`src/rtl/gol_gen_scheduler_if.sv`:
```
// Command/status bundle between the button conditioning logic, the generation
// scheduler and the board update engine.
interface gol_gen_scheduler_if #(
  parameter int unsigned CNT_W = 16
);
  logic             start_pulse;
  logic             step_pulse;
  logic             clear_pulse;
  logic             load_pulse;
  logic [1:0]       speed;
  logic             step_done;
  logic             step_req;
  logic             clear_req;
  logic             load_req;
  logic [CNT_W-1:0] gen_cnt;
  logic             running;
  logic             busy;

  modport master (
    output start_pulse, step_pulse, clear_pulse, load_pulse, speed, step_done,
    input  step_req, clear_req, load_req, gen_cnt, running, busy
  );

  modport slave (
    input  start_pulse, step_pulse, clear_pulse, load_pulse, speed, step_done,
    output step_req, clear_req, load_req, gen_cnt, running, busy
  );
endinterface

```
`src/rtl/gol_gen_scheduler.sv`:
```
// Run/pause/step sequencer for the Game of Life engine: paces step requests
// from a speed-selected divider and counts committed generations.
module gol_gen_scheduler #(
  parameter int unsigned BASE_DIV = 1000000,
  parameter int unsigned CNT_W    = 16
) (
  input logic                clk,
  input logic                reset,
  gol_gen_scheduler_if.slave bus
);
  localparam int unsigned DIV_W = $clog2(BASE_DIV * 8);

  typedef enum logic [1:0] {PAUSE, RUN, BUSY} state_t;

  state_t           state, state_n;
  state_t           ret, ret_n;
  logic [DIV_W-1:0] div, div_n, last;
  logic [CNT_W-1:0] gen_n;
  logic             clear_n, load_n;

  // Terminal divider value follows speed combinationally, so a speed change
  // to a shorter period fires on the next edge if the count is already past it.
  always_comb begin
    case (bus.speed)
      2'd3:    last = DIV_W'(BASE_DIV - 1);
      2'd2:    last = DIV_W'(BASE_DIV * 2 - 1);
      2'd1:    last = DIV_W'(BASE_DIV * 4 - 1);
      default: last = DIV_W'(BASE_DIV * 8 - 1);
    endcase
  end

  always_comb begin
    state_n = state;
    ret_n   = ret;
    div_n   = div;
    gen_n   = bus.gen_cnt;
    clear_n = 1'b0;
    load_n  = 1'b0;
    case (state)
      PAUSE: begin
        if (bus.clear_pulse) begin
          clear_n = 1'b1;
          gen_n   = '0;
        end else if (bus.load_pulse) begin
          load_n = 1'b1;
        end else if (bus.start_pulse) begin
          state_n = RUN;
          div_n   = '0;
        end else if (bus.step_pulse) begin
          state_n = BUSY;
          ret_n   = PAUSE;
        end
      end
      RUN: begin
        if (bus.start_pulse) begin
          state_n = PAUSE;
        end else if (div >= last) begin
          state_n = BUSY;
          ret_n   = RUN;
        end else begin
          div_n = div + 1'b1;
        end
      end
      BUSY: begin
        // Toggle first so a coincident done lands in the newly chosen state.
        if (bus.start_pulse) ret_n = (ret == RUN) ? PAUSE : RUN;
        if (bus.step_done) begin
          gen_n   = bus.gen_cnt + 1'b1;
          state_n = ret_n;
          div_n   = '0;
        end
      end
      default: state_n = PAUSE;
    endcase
  end

  always_ff @(posedge clk) begin
    if (reset) begin
      state         <= PAUSE;
      ret           <= PAUSE;
      div           <= '0;
      bus.step_req  <= 1'b0;
      bus.busy      <= 1'b0;
      bus.clear_req <= 1'b0;
      bus.load_req  <= 1'b0;
      bus.gen_cnt   <= '0;
      bus.running   <= 1'b0;
    end else begin
      state         <= state_n;
      ret           <= ret_n;
      div           <= div_n;
      bus.step_req  <= (state_n == BUSY);
      bus.busy      <= (state_n == BUSY);
      bus.clear_req <= clear_n;
      bus.load_req  <= load_n;
      bus.gen_cnt   <= gen_n;
      bus.running   <= (state_n == RUN) || (state_n == BUSY && ret_n == RUN);
    end
  end
endmodule

```
`src/flat_wrapper.sv`:
```
// flat-port wrapper written by rule: the top's interface ports become plain ports
module gol_gen_scheduler_flat 
#(
  parameter int unsigned BASE_DIV = 1000000,
  parameter int unsigned CNT_W    = 16
)
  (clk, reset, bus_start_pulse, bus_step_pulse, bus_clear_pulse, bus_load_pulse, bus_speed, bus_step_done, bus_step_req, bus_clear_req, bus_load_req, bus_gen_cnt, bus_running, bus_busy);
  gol_gen_scheduler_if #(.CNT_W(CNT_W)) bus_i ();
  input logic clk;
  input logic reset;
  input wire logic [$bits(bus_i.start_pulse)-1:0] bus_start_pulse;
  input wire logic [$bits(bus_i.step_pulse)-1:0] bus_step_pulse;
  input wire logic [$bits(bus_i.clear_pulse)-1:0] bus_clear_pulse;
  input wire logic [$bits(bus_i.load_pulse)-1:0] bus_load_pulse;
  input wire logic [$bits(bus_i.speed)-1:0] bus_speed;
  input wire logic [$bits(bus_i.step_done)-1:0] bus_step_done;
  output wire logic [$bits(bus_i.step_req)-1:0] bus_step_req;
  output wire logic [$bits(bus_i.clear_req)-1:0] bus_clear_req;
  output wire logic [$bits(bus_i.load_req)-1:0] bus_load_req;
  output wire logic [$bits(bus_i.gen_cnt)-1:0] bus_gen_cnt;
  output wire logic [$bits(bus_i.running)-1:0] bus_running;
  output wire logic [$bits(bus_i.busy)-1:0] bus_busy;
  assign bus_i.start_pulse = bus_start_pulse;
  assign bus_i.step_pulse = bus_step_pulse;
  assign bus_i.clear_pulse = bus_clear_pulse;
  assign bus_i.load_pulse = bus_load_pulse;
  assign bus_i.speed = bus_speed;
  assign bus_i.step_done = bus_step_done;
  assign bus_step_req = bus_i.step_req;
  assign bus_clear_req = bus_i.clear_req;
  assign bus_load_req = bus_i.load_req;
  assign bus_gen_cnt = bus_i.gen_cnt;
  assign bus_running = bus_i.running;
  assign bus_busy = bus_i.busy;
  gol_gen_scheduler #(.BASE_DIV(BASE_DIV), .CNT_W(CNT_W)) u_core (.clk(clk), .reset(reset), .bus(bus_i));
endmodule
```
`config.mk`:
```
export PLATFORM = sky130hd
export DESIGN_NAME = gol_gen_scheduler_flat
export DESIGN_NICKNAME = d
export VERILOG_FILES = /design/src/rtl/gol_gen_scheduler_if.sv /design/src/rtl/gol_gen_scheduler.sv /design/src/flat_wrapper.sv
export SDC_FILE = /design/constraint.sdc
export NUM_CORES = 1
export LEC_CHECK = 0
export BUFFER_PORTS_ARGS = -buffer_cell sky130_fd_sc_hd__buf_2
export CORE_MARGIN = 8
export CORE_UTILIZATION = 56
export CTS_CLUSTER_SIZE = 16
export DETAILED_ROUTE_END_ITERATION = 8
export PLACE_DENSITY = 0.82
export SETUP_SLACK_MARGIN = 0.2
export SKIP_CTS_REPAIR_TIMING = 1
export SLEW_MARGIN = 20
export SYNTH_ARGS = -nofsm -noshare
export SYNTH_HDL_FRONTEND = slang
export SYNTH_SLANG_ARGS = --single-unit
export TNS_END_PERCENT = 1
```
`constraint.sdc`:
```
create_clock -name clk -period 4.61 [get_ports clk]
set_input_delay 0.461 -clock clk [delete_from_list [all_inputs] [get_ports clk]]
set_output_delay 0.461 -clock clk [all_outputs]
set_load 0.005 [all_outputs]
```
==> reports/metrics.yaml <==
outcome: "completed"
cap_violations: 0
clock.fmax_ghz: 0.334
criticalPathCategory: "in2reg"
wl_um: 7100
cts.sinks: 47
synth_edf_count: 0
place_hpwl_um: 5270
layout_commonest_cell: "dfxtp_1"
fin_crit_sh_pct: 64.9
synth_area_mm2: 0.00291
vias: 2700
core_mm2: 0.00507
dieArea_mm2: 0.00776
final_cell_mix: "47 x dfxtp_1, 37 x nand2_1, 29 x a21oi_1, 29 x buf_2, 28 x nor2_1"
n_fill_cell: 473
required_ns: 4.85
drt_pass1_iterations: 4
cp.buffers_inverters: 2
wire_per_inst_um: 15.8
ys_seq_elements: 47
drt_iter0_drc: 221
synthCells: 355
endpoint_kind: "flop"
crit_arrival_ns: 3.23
hold_viol_final: 0
hp-class: "in2reg"
area_growth_pct: 10.0
cts.root.buffer_cell: "clkbuf_8"
cts_made_buffers: 5
path_cells: "buf_2 > or2_2 > ha_1 > a211o_1 > a21oi_1 > o31a_1 > a21oi_1 > buf_4 > or4b_2 > a21oi_1"
fp.dieW_um: 88.1
p_per_area_mw_per_mm2: 249
die_h_um: 88.1
insertion_delay_ns: 0.31
grt_usage_pct: 19.0
remaining_drc_errors: 0
setup_tns_ns: 0
drtAntennaViolNets: 0
synth_ff_type: "dfxtp_1"
cpLargestDelayFamily: "compound AO/OA/AOI/OAI gates"
gp_congestion: 0.934
cts_tree: "built"
synth_cell_types: 55
met3_usage_pct: 2.81
antenna_found_initial: 0
final_layout_size_suffix_gt1_share_pct: 13.5
fin_crit_ns: 2.99
path_max_fanout: 12
clockBufferDepth: 2
nNetsFinal: 402
grt_pass1_wl_um: 11900
ys_seq_area_share_pct: 32.3
met1_usage_pct: 24.6
cp_common_cell: "a21oi_1"
postSynthAreaPerCell_um2: 8.20
path_clk_slew_ns: 0.10
grt_pass1_vias: 2507
syn_nets: 380
grt_max_degree: 22
setup_viol: 0
yosys.area.top_type_share_pct: 32.3
met2_usage_pct: 31.7
ys_async_sr_fraction_pct: 0
synthTopCellsByArea: "dfxtp_1 32%, ha_1 6.9%, a21oi_1 5.0%"
start_util_pct: 57.3
rsz0062_at_grt: "no"
port_buffers: 29
antenna_cells: 0
cp-start-kind: "input port"
irDropWorstVdd_uv: 163
synth_top_cell_by_area: "dfxtp_1"
rows: 26
slew_headroom_pct: 53.5
vias_per_cell: 6.03
grt_overflow_total: 0
clock_skew_ns: 0.00865
p_leak_uw: 0.00122
io_pins: 30
whs_ns: 0.441
ys_warn_count: 0
busiest_layer: "met2"
htree_levels: 2
cpPeakStageDelay_ns: 0.62
slew_violations: 0
slowest_stage: "or4b_2"
worst-slew-pin-transition_ns: 0.697
==> state kept, by name, indices dropped and copies added (netlist names) <==
| register | flops |
|---|---|
| u_core.bus.busy | 1 |
| u_core.bus.clear_req | 1 |
| u_core.bus.gen_cnt | 16 |
| u_core.bus.load_req | 1 |
| u_core.bus.running | 1 |
| u_core.div | 23 |
| u_core.ret | 2 |
| u_core.state | 2 |
==> through the flow <==
step / area [um^2] / std cells / setup WS (ns) / power, uW / util [%]
detailed placement: 3080 / 440 / 1.32 / 487 / 60.7
finish: 3200 / 448 / 1.62 / 798 / 63.1
floorplan: 2910 / 355 / 1.80 / 468 / -
global route: 3200 / 448 / 1.37 / 829 / 63.1
CTS: 3200 / 448 / 1.64 / 803 / 63.0
global placement: 3080 / 440 / 1.40 / 486 / 60.7
==> metal layers <==
layer / part of all wire (%) / wire length [um]
met1: 46 / 3290
met5: 0 / 0
met2: 48 / 3440
met4: 0.86 / 61
met3: 4.3 / 305
==> area by class of cell <==
type	count	area, um^2	share of cell area [%]
Tap cell	70	87.6	2.74
Clock inverter	3	47.5	1.48
Timing Repair Buffer	31	160	5.00
Sequential cell	47	941	29.4
Multi-Input combinational cell	280	1850	57.8
Inverter	12	45.0	1.41
Clock buffer	5	68.8	2.15
==> final timing paths <==
path / start / to / slack, ns / cells past startpoint
max: bus_speed[1] / u_core.div[17]$_SDFFE_PP0P_ / 1.62 / 10
min: bus_clear_pulse / u_core.bus.clear_req$_SDFF_PP0_ / 0.44 / 2
max reg2reg: u_core.div[17]$_SDFFE_PP0P_ / u_core.div[15]$_SDFFE_PP0P_ / 1.72 / 7
min reg2reg: u_core.ret[1]$_SDFF_PP0_ / u_core.ret[1]$_SDFF_PP0_ / 0.48 / 1
==> cell usage after synthesis (all sizes together) (4+ instances only) <==
cell and count:
clkbuf 8, nor2 30, or4b 5, or4 6
nand4 9, xnor2 4, a211oi 4, mux2i 10
a211o 4, buf 8, nand2 37, a31oi 4
o31ai 10, nor3 5, and3 8, nand3 20
inv 12, xor2 9, o21ai 8, ha 16
dfxtp 47, a21oi 29, and4 6, or3 14
==> power breakdown <==
part           total, uW  leakage (uW)  internal (uW)  switching [uW]
Combinational       66.8      0.000780           22.9            43.8
Sequential           412      0.000379            409            3.61
Clock                319     0.0000587            165             155
==> logic make-up (layout without fill, tap and decap cells) <==
family | after synthesis | after routing | share of synthesized area, %
AOI/OAI and AO/OA | 81 | 81 | 19.0
xor gates and xnor gates | 13 | 13 | 3.91
buffers and inverters | 28 | 51 | 4.13
DFF | 47 | 47 | 32.3
adders and majority gates | 16 | 16 | 6.88
and+or+nand+nor | 159 | 159 | 30.0
muxes | 11 | 11 | 3.83
Note: power is estimated with default switching activity, not from simulation.
